`src/rtl/butterfly_pipe.sv`:
```
// ---------------------------------------------------------------------------
// butterfly_pipe
//
// Radix-2 complex butterfly with a 3-stage pipeline:
//   X = A + W*B,  Y = A - W*B
// Optional conjugate twiddle (inverse transform) and an optional halving of
// both results (block-floating-point stage). The results saturate to DATA_W
// bits, and a sticky flag records any clamp.
//
// Stage plan
//   S1 : register A, the scale bit and the four partial products of B*W
//        (W imaginary part already conjugated when i_inverse = 1)
//   S2 : combine the partial products into the complex product, round
//        half-up back to data scale (DATA_W+2 bits)
//   S3 : add/subtract, optional halving, saturation, output registers
//
// Handshake (one rule for the whole block)
//   An input beat is taken on a rising edge where i_valid && o_ready. An
//   output beat is consumed on a rising edge where o_valid && i_ready. The
//   whole pipeline advances on en = !o_valid || i_ready and o_ready = en, so
//   when the output is stalled every stage (data, valid and mode bits)
//   holds and o_data_* stays stable.
//
// Ports
//   clk, rst                      clock, synchronous active-high reset
//   i_data_ra/ca, i_data_rb/cb    operand A (re, im), operand B (re, im)
//   i_twiddle_r/c                 twiddle W (re, im), Q1.FRAC_W
//   i_valid / o_ready             input beat handshake
//   i_inverse                     1 = use conj(W) for this beat
//   i_scale                       1 = halve X and Y for this beat
//   o_data_ra/ca, o_data_rb/cb    X (re, im), Y (re, im)
//   o_valid / i_ready             output beat handshake
//   o_ovf / i_clr_ovf             sticky saturation flag and its clear
// ---------------------------------------------------------------------------
module butterfly_pipe #(
  parameter int DATA_W = 16,
  parameter int TW_W   = 16,
  parameter int FRAC_W = 15
) (
  input  logic                     clk,
  input  logic                     rst,
  input  logic signed [DATA_W-1:0] i_data_ra,
  input  logic signed [DATA_W-1:0] i_data_ca,
  input  logic signed [DATA_W-1:0] i_data_rb,
  input  logic signed [DATA_W-1:0] i_data_cb,
  input  logic signed [TW_W-1:0]   i_twiddle_r,
  input  logic signed [TW_W-1:0]   i_twiddle_c,
  input  logic                     i_valid,
  output logic                     o_ready,
  input  logic                     i_inverse,
  input  logic                     i_scale,
  output logic signed [DATA_W-1:0] o_data_ra,
  output logic signed [DATA_W-1:0] o_data_ca,
  output logic signed [DATA_W-1:0] o_data_rb,
  output logic signed [DATA_W-1:0] o_data_cb,
  output logic                     o_valid,
  input  logic                     i_ready,
  output logic                     o_ovf,
  input  logic                     i_clr_ovf
);

  // Full-precision product width, rounded product width, sum width.
  localparam int PW = DATA_W + TW_W + 2;
  localparam int RW = DATA_W + 2;
  localparam int SW = DATA_W + 3;

  // Half an LSB of the rounded product, for round-half-up.
  localparam logic signed [PW-1:0] RND = PW'(1) << (FRAC_W - 1);

  // Output clamp limits, expressed at sum width.
  localparam logic signed [SW-1:0] SAT_MAX = SW'((64'sd1 <<< (DATA_W - 1)) - 64'sd1);
  localparam logic signed [SW-1:0] SAT_MIN = SW'(-(64'sd1 <<< (DATA_W - 1)));

  // -------------------------------------------------------------------------
  // Global pipeline enable
  // -------------------------------------------------------------------------
  logic en;
  assign en      = !o_valid || i_ready;
  assign o_ready = en;

  // -------------------------------------------------------------------------
  // Helpers
  // -------------------------------------------------------------------------
  // Optional halving with rounding: (v + 1) >>> 1.
  function automatic logic signed [SW-1:0] half_opt(input logic signed [SW-1:0] v,
                                                    input logic               s);
    logic signed [SW-1:0] t;
    t = v + SW'(1);
    return s ? (t >>> 1) : v;
  endfunction

  function automatic logic clamps(input logic signed [SW-1:0] v);
    return (v > SAT_MAX) || (v < SAT_MIN);
  endfunction

  function automatic logic signed [DATA_W-1:0] sat(input logic signed [SW-1:0] v);
    logic signed [DATA_W-1:0] r;
    if (v > SAT_MAX)      r = DATA_W'(SAT_MAX);
    else if (v < SAT_MIN) r = DATA_W'(SAT_MIN);
    else                  r = DATA_W'(v);
    return r;
  endfunction

  // -------------------------------------------------------------------------
  // Stage 1: operands and partial products
  // -------------------------------------------------------------------------
  logic                     v1_q, v1_d;
  logic                     scl1_q, scl1_d;
  logic signed [DATA_W-1:0] ar1_q, ar1_d, ai1_q, ai1_d;
  logic signed [PW-1:0]     pp_rr_q, pp_rr_d;   // br * wr
  logic signed [PW-1:0]     pp_ii_q, pp_ii_d;   // bi * wi_eff
  logic signed [PW-1:0]     pp_ri_q, pp_ri_d;   // br * wi_eff
  logic signed [PW-1:0]     pp_ir_q, pp_ir_d;   // bi * wr

  // One extra bit so that negating the most negative twiddle is exact.
  logic signed [TW_W:0]   wc_ext, wi_eff;
  logic signed [PW-1:0]   br_x, bi_x, wr_x, wi_x;

  always_comb begin
    wc_ext  = {i_twiddle_c[TW_W-1], i_twiddle_c};
    wi_eff  = i_inverse ? -wc_ext : wc_ext;

    br_x    = {{(PW-DATA_W){i_data_rb[DATA_W-1]}}, i_data_rb};
    bi_x    = {{(PW-DATA_W){i_data_cb[DATA_W-1]}}, i_data_cb};
    wr_x    = {{(PW-TW_W){i_twiddle_r[TW_W-1]}}, i_twiddle_r};
    wi_x    = {{(PW-TW_W-1){wi_eff[TW_W]}}, wi_eff};

    // Operands are pre-extended to PW, and every true product needs fewer
    // than PW bits, so keeping the low PW bits of the product is exact.
    pp_rr_d = br_x * wr_x;
    pp_ii_d = bi_x * wi_x;
    pp_ri_d = br_x * wi_x;
    pp_ir_d = bi_x * wr_x;

    v1_d    = i_valid;
    scl1_d  = i_scale;
    ar1_d   = i_data_ra;
    ai1_d   = i_data_ca;
  end

  // -------------------------------------------------------------------------
  // Stage 2: complex product, rounded half-up to data scale
  // -------------------------------------------------------------------------
  logic                     v2_q, v2_d;
  logic                     scl2_q, scl2_d;
  logic signed [DATA_W-1:0] ar2_q, ar2_d, ai2_q, ai2_d;
  logic signed [RW-1:0]     pr2_q, pr2_d, pi2_q, pi2_d;

  logic signed [PW-1:0]     pr_full, pi_full;

  always_comb begin
    pr_full = pp_rr_q - pp_ii_q;
    pi_full = pp_ri_q + pp_ir_q;
    pr2_d   = RW'((pr_full + RND) >>> FRAC_W);
    pi2_d   = RW'((pi_full + RND) >>> FRAC_W);
    v2_d    = v1_q;
    scl2_d  = scl1_q;
    ar2_d   = ar1_q;
    ai2_d   = ai1_q;
  end

  // -------------------------------------------------------------------------
  // Stage 3: sum / difference, optional halving, saturation
  // -------------------------------------------------------------------------
  logic                     v3_q, v3_d;
  logic signed [DATA_W-1:0] xr_q, xr_d, xi_q, xi_d, yr_q, yr_d, yi_q, yi_d;
  logic                     ovf_q, ovf_d;

  logic signed [SW-1:0]     a_r, a_i, p_r, p_i;
  logic signed [SW-1:0]     xs_r, xs_i, ys_r, ys_i;
  logic                     any_clamp;

  always_comb begin
    a_r  = SW'(ar2_q);
    a_i  = SW'(ai2_q);
    p_r  = SW'(pr2_q);
    p_i  = SW'(pi2_q);

    xs_r = half_opt(a_r + p_r, scl2_q);
    xs_i = half_opt(a_i + p_i, scl2_q);
    ys_r = half_opt(a_r - p_r, scl2_q);
    ys_i = half_opt(a_i - p_i, scl2_q);

    xr_d = sat(xs_r);
    xi_d = sat(xs_i);
    yr_d = sat(ys_r);
    yi_d = sat(ys_i);
    v3_d = v2_q;

    any_clamp = clamps(xs_r) || clamps(xs_i) || clamps(ys_r) || clamps(ys_i);

    // Clear first, so a clamp landing in the same cycle wins. Only a valid
    // beat actually moving into S3 may set the flag; bubbles never do.
    ovf_d = ovf_q;
    if (i_clr_ovf) ovf_d = 1'b0;
    if (en && v2_q && any_clamp) ovf_d = 1'b1;
  end

  // -------------------------------------------------------------------------
  // Pipeline registers
  // -------------------------------------------------------------------------
  always_ff @(posedge clk) begin
    if (rst) begin
      v1_q    <= 1'b0;
      scl1_q  <= 1'b0;
      ar1_q   <= '0;
      ai1_q   <= '0;
      pp_rr_q <= '0;
      pp_ii_q <= '0;
      pp_ri_q <= '0;
      pp_ir_q <= '0;
      v2_q    <= 1'b0;
      scl2_q  <= 1'b0;
      ar2_q   <= '0;
      ai2_q   <= '0;
      pr2_q   <= '0;
      pi2_q   <= '0;
      v3_q    <= 1'b0;
      xr_q    <= '0;
      xi_q    <= '0;
      yr_q    <= '0;
      yi_q    <= '0;
      ovf_q   <= 1'b0;
    end else begin
      ovf_q <= ovf_d;
      if (en) begin
        v1_q    <= v1_d;
        scl1_q  <= scl1_d;
        ar1_q   <= ar1_d;
        ai1_q   <= ai1_d;
        pp_rr_q <= pp_rr_d;
        pp_ii_q <= pp_ii_d;
        pp_ri_q <= pp_ri_d;
        pp_ir_q <= pp_ir_d;
        v2_q    <= v2_d;
        scl2_q  <= scl2_d;
        ar2_q   <= ar2_d;
        ai2_q   <= ai2_d;
        pr2_q   <= pr2_d;
        pi2_q   <= pi2_d;
        v3_q    <= v3_d;
        xr_q    <= xr_d;
        xi_q    <= xi_d;
        yr_q    <= yr_d;
        yi_q    <= yi_d;
      end
    end
  end

  // -------------------------------------------------------------------------
  // Outputs
  // -------------------------------------------------------------------------
  assign o_valid   = v3_q;
  assign o_data_ra = xr_q;
  assign o_data_ca = xi_q;
  assign o_data_rb = yr_q;
  assign o_data_cb = yi_q;
  assign o_ovf     = ovf_q;

endmodule

```
`config.mk`:
```
export PLATFORM = sky130hd
export DESIGN_NAME = butterfly_pipe
export DESIGN_NICKNAME = d
export VERILOG_FILES = /design/src/rtl/butterfly_pipe.sv
export SDC_FILE = /design/constraint.sdc
export NUM_CORES = 2
export LEC_CHECK = 0
export ABC_AREA = 1
export BUFFER_PORTS_ARGS = -buffer_cell sky130_fd_sc_hd__buf_2
export CAP_MARGIN = 30
export CORE_MARGIN = 4
export CORE_UTILIZATION = 45
export DETAILED_ROUTE_END_ITERATION = 10
export MAX_ROUTING_LAYER = met4
export PLACE_DENSITY = 0.6
export SLEW_MARGIN = 20
export SYNTH_ARGS = -nofsm -noshare
export SYNTH_HDL_FRONTEND = slang
export SYNTH_SLANG_ARGS = --single-unit
```
`constraint.sdc`:
```
create_clock -name clk -period 8.1 [get_ports clk]
set_input_delay 1.62 -clock clk [delete_from_list [all_inputs] [get_ports clk]]
set_output_delay 1.62 -clock clk [all_outputs]
set_load 0.005 [all_outputs]
```
; ---- Yosys cells after proc, flatten, opt, wreduce, memory -nomap -nowiden
; Cells that the tools add are included.
[totals]
ff_bits = 300
mem_count = 0
ram_bits = 0
in_bits = 103
output_inout_bits = 67
mem_bits_ro = 0
latch_bits = 0
elab_cells = 72
[op_classes]
div = 0
n_bitwise = 0
n_eq_ne = 0
reduce_logical = 12
mul = 4
magnitude_cmp = 8
n_shift = 0
addsub = 13
n_mux = 15
[op_table]
columns = op, count
row1 = $mux W16, 8
row2 = $add A19 B2 Y19 const B, 4
row3 = $gt A19 B16 Y1 const B, 4
row4 = $lt A19 B16 Y1 const B, 4
row5 = $mux W19, 4
row6 = $add A33 B16 Y33 const B, 2
row7 = $mul A16 B17 Y33, 2
row8 = $mul A16 B16 Y32, 2
row9 = $add A16 B18 Y19, 2
row10 = $sub A16 B18 Y19, 2
row11 = $add A33 B32 Y33, 1
row12 = $sub A32 B33 Y33, 1
row13 = $mux W17, 1
row14 = $neg A16 Y17, 1
row15 = $logic_or A1 B1 Y1, 8
row16 = $logic_and A1 B1 Y1, 2
row17 = $mux W1, 2
row18 = $reduce_bool A2 Y1, 1
row19 = $logic_not A1 Y1, 1

; ---- Logic depth before layout (Yosys ltp)
[depth]
ltp_word = 10
ltp_mapped = 43
depth_no_buf = 41

; ---- Least setup slack after synthesis
; Ideal clock, no wire load.
[synth_timing]
path_kind = input -> register
from = in i_twiddle_c[0]
to = reg pp_ri_q[31]
arrival_time_ps = 8509
setup_time_ps = 57
setup_slack_ps = -466
n_path_buf = 1
cell_stages = 34
required_ps = 8043
cell_sequence = clkbuf_1 -> inv_1 -> ha_1 -> inv_1 -> nor3_1 -> inv_1 -> nor2_1 -> nand3_1 -> o311ai_0 -> o21ai_1 -> clkinv_1 -> nor2_1 -> inv_1 -> fa_1 -> inv_1 -> fa_1 -> fa_1 -> fa_1 -> fa_1 -> inv_1 -> fa_1 -> inv_1 -> ha_1 -> nand2_1 -> nor2_1 -> nand2_1 -> or4_1 -> o221ai_1 -> a21oi_1 -> o21bai_1 -> a21oi_1 -> o21ai_0 -> o211ai_1 -> inv_1
[synth_between]
elab_chain_len = 3
[synth_lines]
columns = element, line
row1 = from (decl), 47  ; input logic signed [TW_W-1:0] i_twiddle_c,
row2 = $neg A16 Y17, 121  ; wi_eff = i_inverse ? -wc_ext : wc_ext;
row3 = $mux W17 *, 121
row4 = $mul A16 B17 Y33 *, 132  ; pp_ri_d = br_x * wi_x;
row5 = to (signal assigned), 233  ; pp_ri_q <= pp_ri_d;
row6 = to (decl), 112  ; logic signed [PW-1:0] pp_ri_q, pp_ri_d;
; Mark *: on every way between the ends. The rest lies on a longest branch, timed or not.
; A chain may end at the register's enable or synchronous reset.

; ---- Final worst setup path
; Same ends and word-level chain as after synthesis.

==> metrics.cfg <==
[floorplan]
chipHeight_um=382
dieArea_sq_um=146000
initial_core_util=0.452
floorplan.core_area_sq_um=139000
die_w_um=382
io-pin-count=170
fp-row-count=137

[logic_synthesis]
area_share_of_the_leading_cell_type_in_the_synthesized_netlist=0.343
number_of_different_library_cells_in_the_post_synthesis_netlist=62
async_set_or_reset_flop_fraction_in_the_synthesized_netlist=0
synth-edff-count=0
synthesis.instances=8443
synthesis.area_sq_um=63000
synth_fp_nets=10157
synth.largest_area_cell=fa_1
synthesis.yosys.warnings=0
synth_seq_cells=300
syn_avg_cell_area_sq_um=7.47
synth_sequential_area_ratio=0.0953
synth.area.top_cells=fa_1, inv_1, nand2_1, ha_1, dfxtp_1
synth-main-ff-cell=dfxtp_1

[sta]
fmax_ghz=0.129
worst_pin_slew_ps=995
timing.final.hold_violations=0
timing.final.crit_period_ps=7780
final_max_slew_viol_count=0
fin_skew_ps=24.2
slew-limit-headroom=0.337
final.setup.tns_ps=0
final_min_period_over_clock_period=0.961
setup_viol_count_final=0

[worst_setup_path]
worstPathArrival_ps=8310
critical_path.startpoint_type=primary input
critical-path-slowest-cell=fa_1
setup.reg_to_reg.worst_slack_ps=4110
worst-endpoint-required_ps=8630
critical_path_capture_point_type=register
crit_type=primary input to register
crit_path_max_fanout=5
crit_family=adder cells
cpPeakStageDelay_ps=540
cp_num_buf_inv=12

[finish]
flow.area_growth_from_synthesis_pct=12.7
drive_above_1_share=0.115
final_design_area_no_fill_sq_um=71100
final_common_cell=inv_1
mostFrequentLayoutCells=inv_1, nand2_1, fa_1, nor2_1, ha_1
finish.net_count=10554
layoutNonFillerInstCount=10752

[global_routing]
grt.overflow.total=0
grt_max_degree=173
grt.total_usage=0.290
antenna_found_initial=9
grt_first_pass_wirelength_mm=321
number_of_global_route_vias_before_repair=55989

[clock_network]
cts_tree=built
clockBufferDepth=3
cts_inserted_buffers=38
clock_insertion_delay_worst_skew_ps=600
clock-sinks=300
clk_pin_slew_worst_paths_ps=60
cts.htree.levels=2
clock_tree.root_cell=clkbuf_16

[place]
hpwl_mm=170
post_dp_cell_area_sq_um=69300
placedCellCount=10666
place_congestion=0.984
place.port_buffers=169

[drt]
route.antenna.remaining_nets=0
routed-via-count=54368
routed_wl_mm=203
drt-pass1-iter-count=6
post_drt_via_cell_ratio=5.06
detail_route.drc_violations=0
drt_first_iter_violations=3886
drt-wirelength-per-cell_um=18.9

[run]
timing.max_cap.violations=0

[min_path]
hold_removal_path_class=register to register

[run_status]
run_status=completed

per-layer routing:
layer  up-vias  global-route usage  part of all wire
met3       318              0.0445             0.068
li1      25987                   -                 -
met5         -                   -                 0
met2      1712               0.447              0.44
met1     26351               0.382              0.44
met4         0               0.119             0.050
layout make-up:
cell class | count | area, sq um
Fill cell | 13933 | 68300
Clock inverter | 19 | 294
Inverter | 2147 | 8100
Clock buffer | 50 | 1040
Tap cell | 1876 | 2350
Antenna cell | 7 | 17.5
Timing Repair Buffer | 687 | 5200
Multi-Input combinational cell | 5666 | 48100
Sequential cell | 300 | 6010
cells by family (layout without fill, tap and decap cells):
kind of cell               count (synthesis)  in the layout  share of synthesized area
buffers and inverters                   2477           2903                      0.150
xor gates and xnor gates                 186            186                     0.0260
and+or+nand+nor                         2862           2862                      0.185
AOI/OAI and AO/OA                       1007           1007                     0.0952
adders and majority gates               1611           1611                      0.448
DFF                                      300            300                     0.0953
other                                      0              7                          0
worst reg2reg max path, cell delays in order, from the launching register on:
cell      delay (ps)
dfxtp_1          480
ha_1             320
inv_1             80
fa_1             390
inv_1             90
nand2_1          120
nand2_1          140
nand3_1          100
nand2_1          140
nand2_1           80
nand2_1           60
nand2_1           40
nand2_1          180
nand2_1          120
nor2_1           180
inv_1             60
nor2_1            90
nand4_1          100
nand2_1           80
nand2_1           50
nand2_1          100
a21oi_2           90
nor2_4           370
o21ai_0          240
o211ai_1         130
inv_1             50
sequential cells by signal, summed over array words and instances, names as in the netlist, 16 cells and up:
| register | flops |
|---|---|
| pp_ii_q | 33 |
| pp_ri_q | 33 |
| pp_ir_q | 32 |
| pp_rr_q | 32 |
| pi2_q | 18 |
| pr2_q | 18 |
| ai1_q | 16 |
| ai2_q | 16 |
| ar1_q | 16 |
| ar2_q | 16 |
| o_data_ca | 16 |
| o_data_cb | 16 |
| o_data_ra | 16 |
| o_data_rb | 16 |
through the flow:
| stage | setup WS [ps] | hold slack, ps | utilization |
|---|---|---|---|
| 6_report | 318 | 464 | 0.510 |
| 2_1_floorplan | -77.5 | 431 | - |
| 3_3_place_gp | -529 | 447 | 0.497 |
| 5_1_grt | -52.2 | 487 | 0.510 |
| 3_5_place_dp | -542 | 454 | 0.497 |
| 4_1_cts | 69.1 | 462 | 0.507 |
path summary, 6_finish.rpt:
check	depth (start not counted)	end	from
worst min register to register	2	o_ovf	o_ovf
worst min-delay path	2	o_ovf	o_ovf
worst max register to register	25	o_data_ra[5]	pr2_q[0]
worst max-delay path	38	pp_ri_q[31]	i_twiddle_c[0]
cells in the mapped netlist (all sizes together) (5+ instances only):
| library cell | instances |
|---|---|
| clkinv | 7 |
| nand2 | 1821 |
| a21o | 20 |
| inv | 2140 |
| nand3 | 222 |
| a31oi | 13 |
| clkbuf | 266 |
| a21oi | 339 |
| o221ai | 11 |
| nor2 | 678 |
| or2 | 9 |
| fa | 1080 |
| o21ai | 360 |
| o21bai | 85 |
| a221oi | 7 |
| nand3b | 7 |
| a211oi | 10 |
| xnor2 | 75 |
| ha | 531 |
| nor3 | 41 |
| xor2 | 111 |
| o21a | 15 |
| dfxtp | 300 |
| and2 | 6 |
| o22ai | 5 |
| nor4 | 16 |
| o211ai | 110 |
| a21boi | 14 |
| nand4 | 60 |
| buf | 64 |
what timing repair did:
| action | in CTS | in global routing |
|---|---|---|
| endpoints found under the setup margin | 0 | 34 |
| hold buffers | 0 | 0 |
| buffers inserted | 0 | 9 |
| gates resized for setup | 0 | 94 |
Power is left out: the tool's default activity adds up to more than one toggle a clock period on the data nets, which glitch-free logic cannot reach.
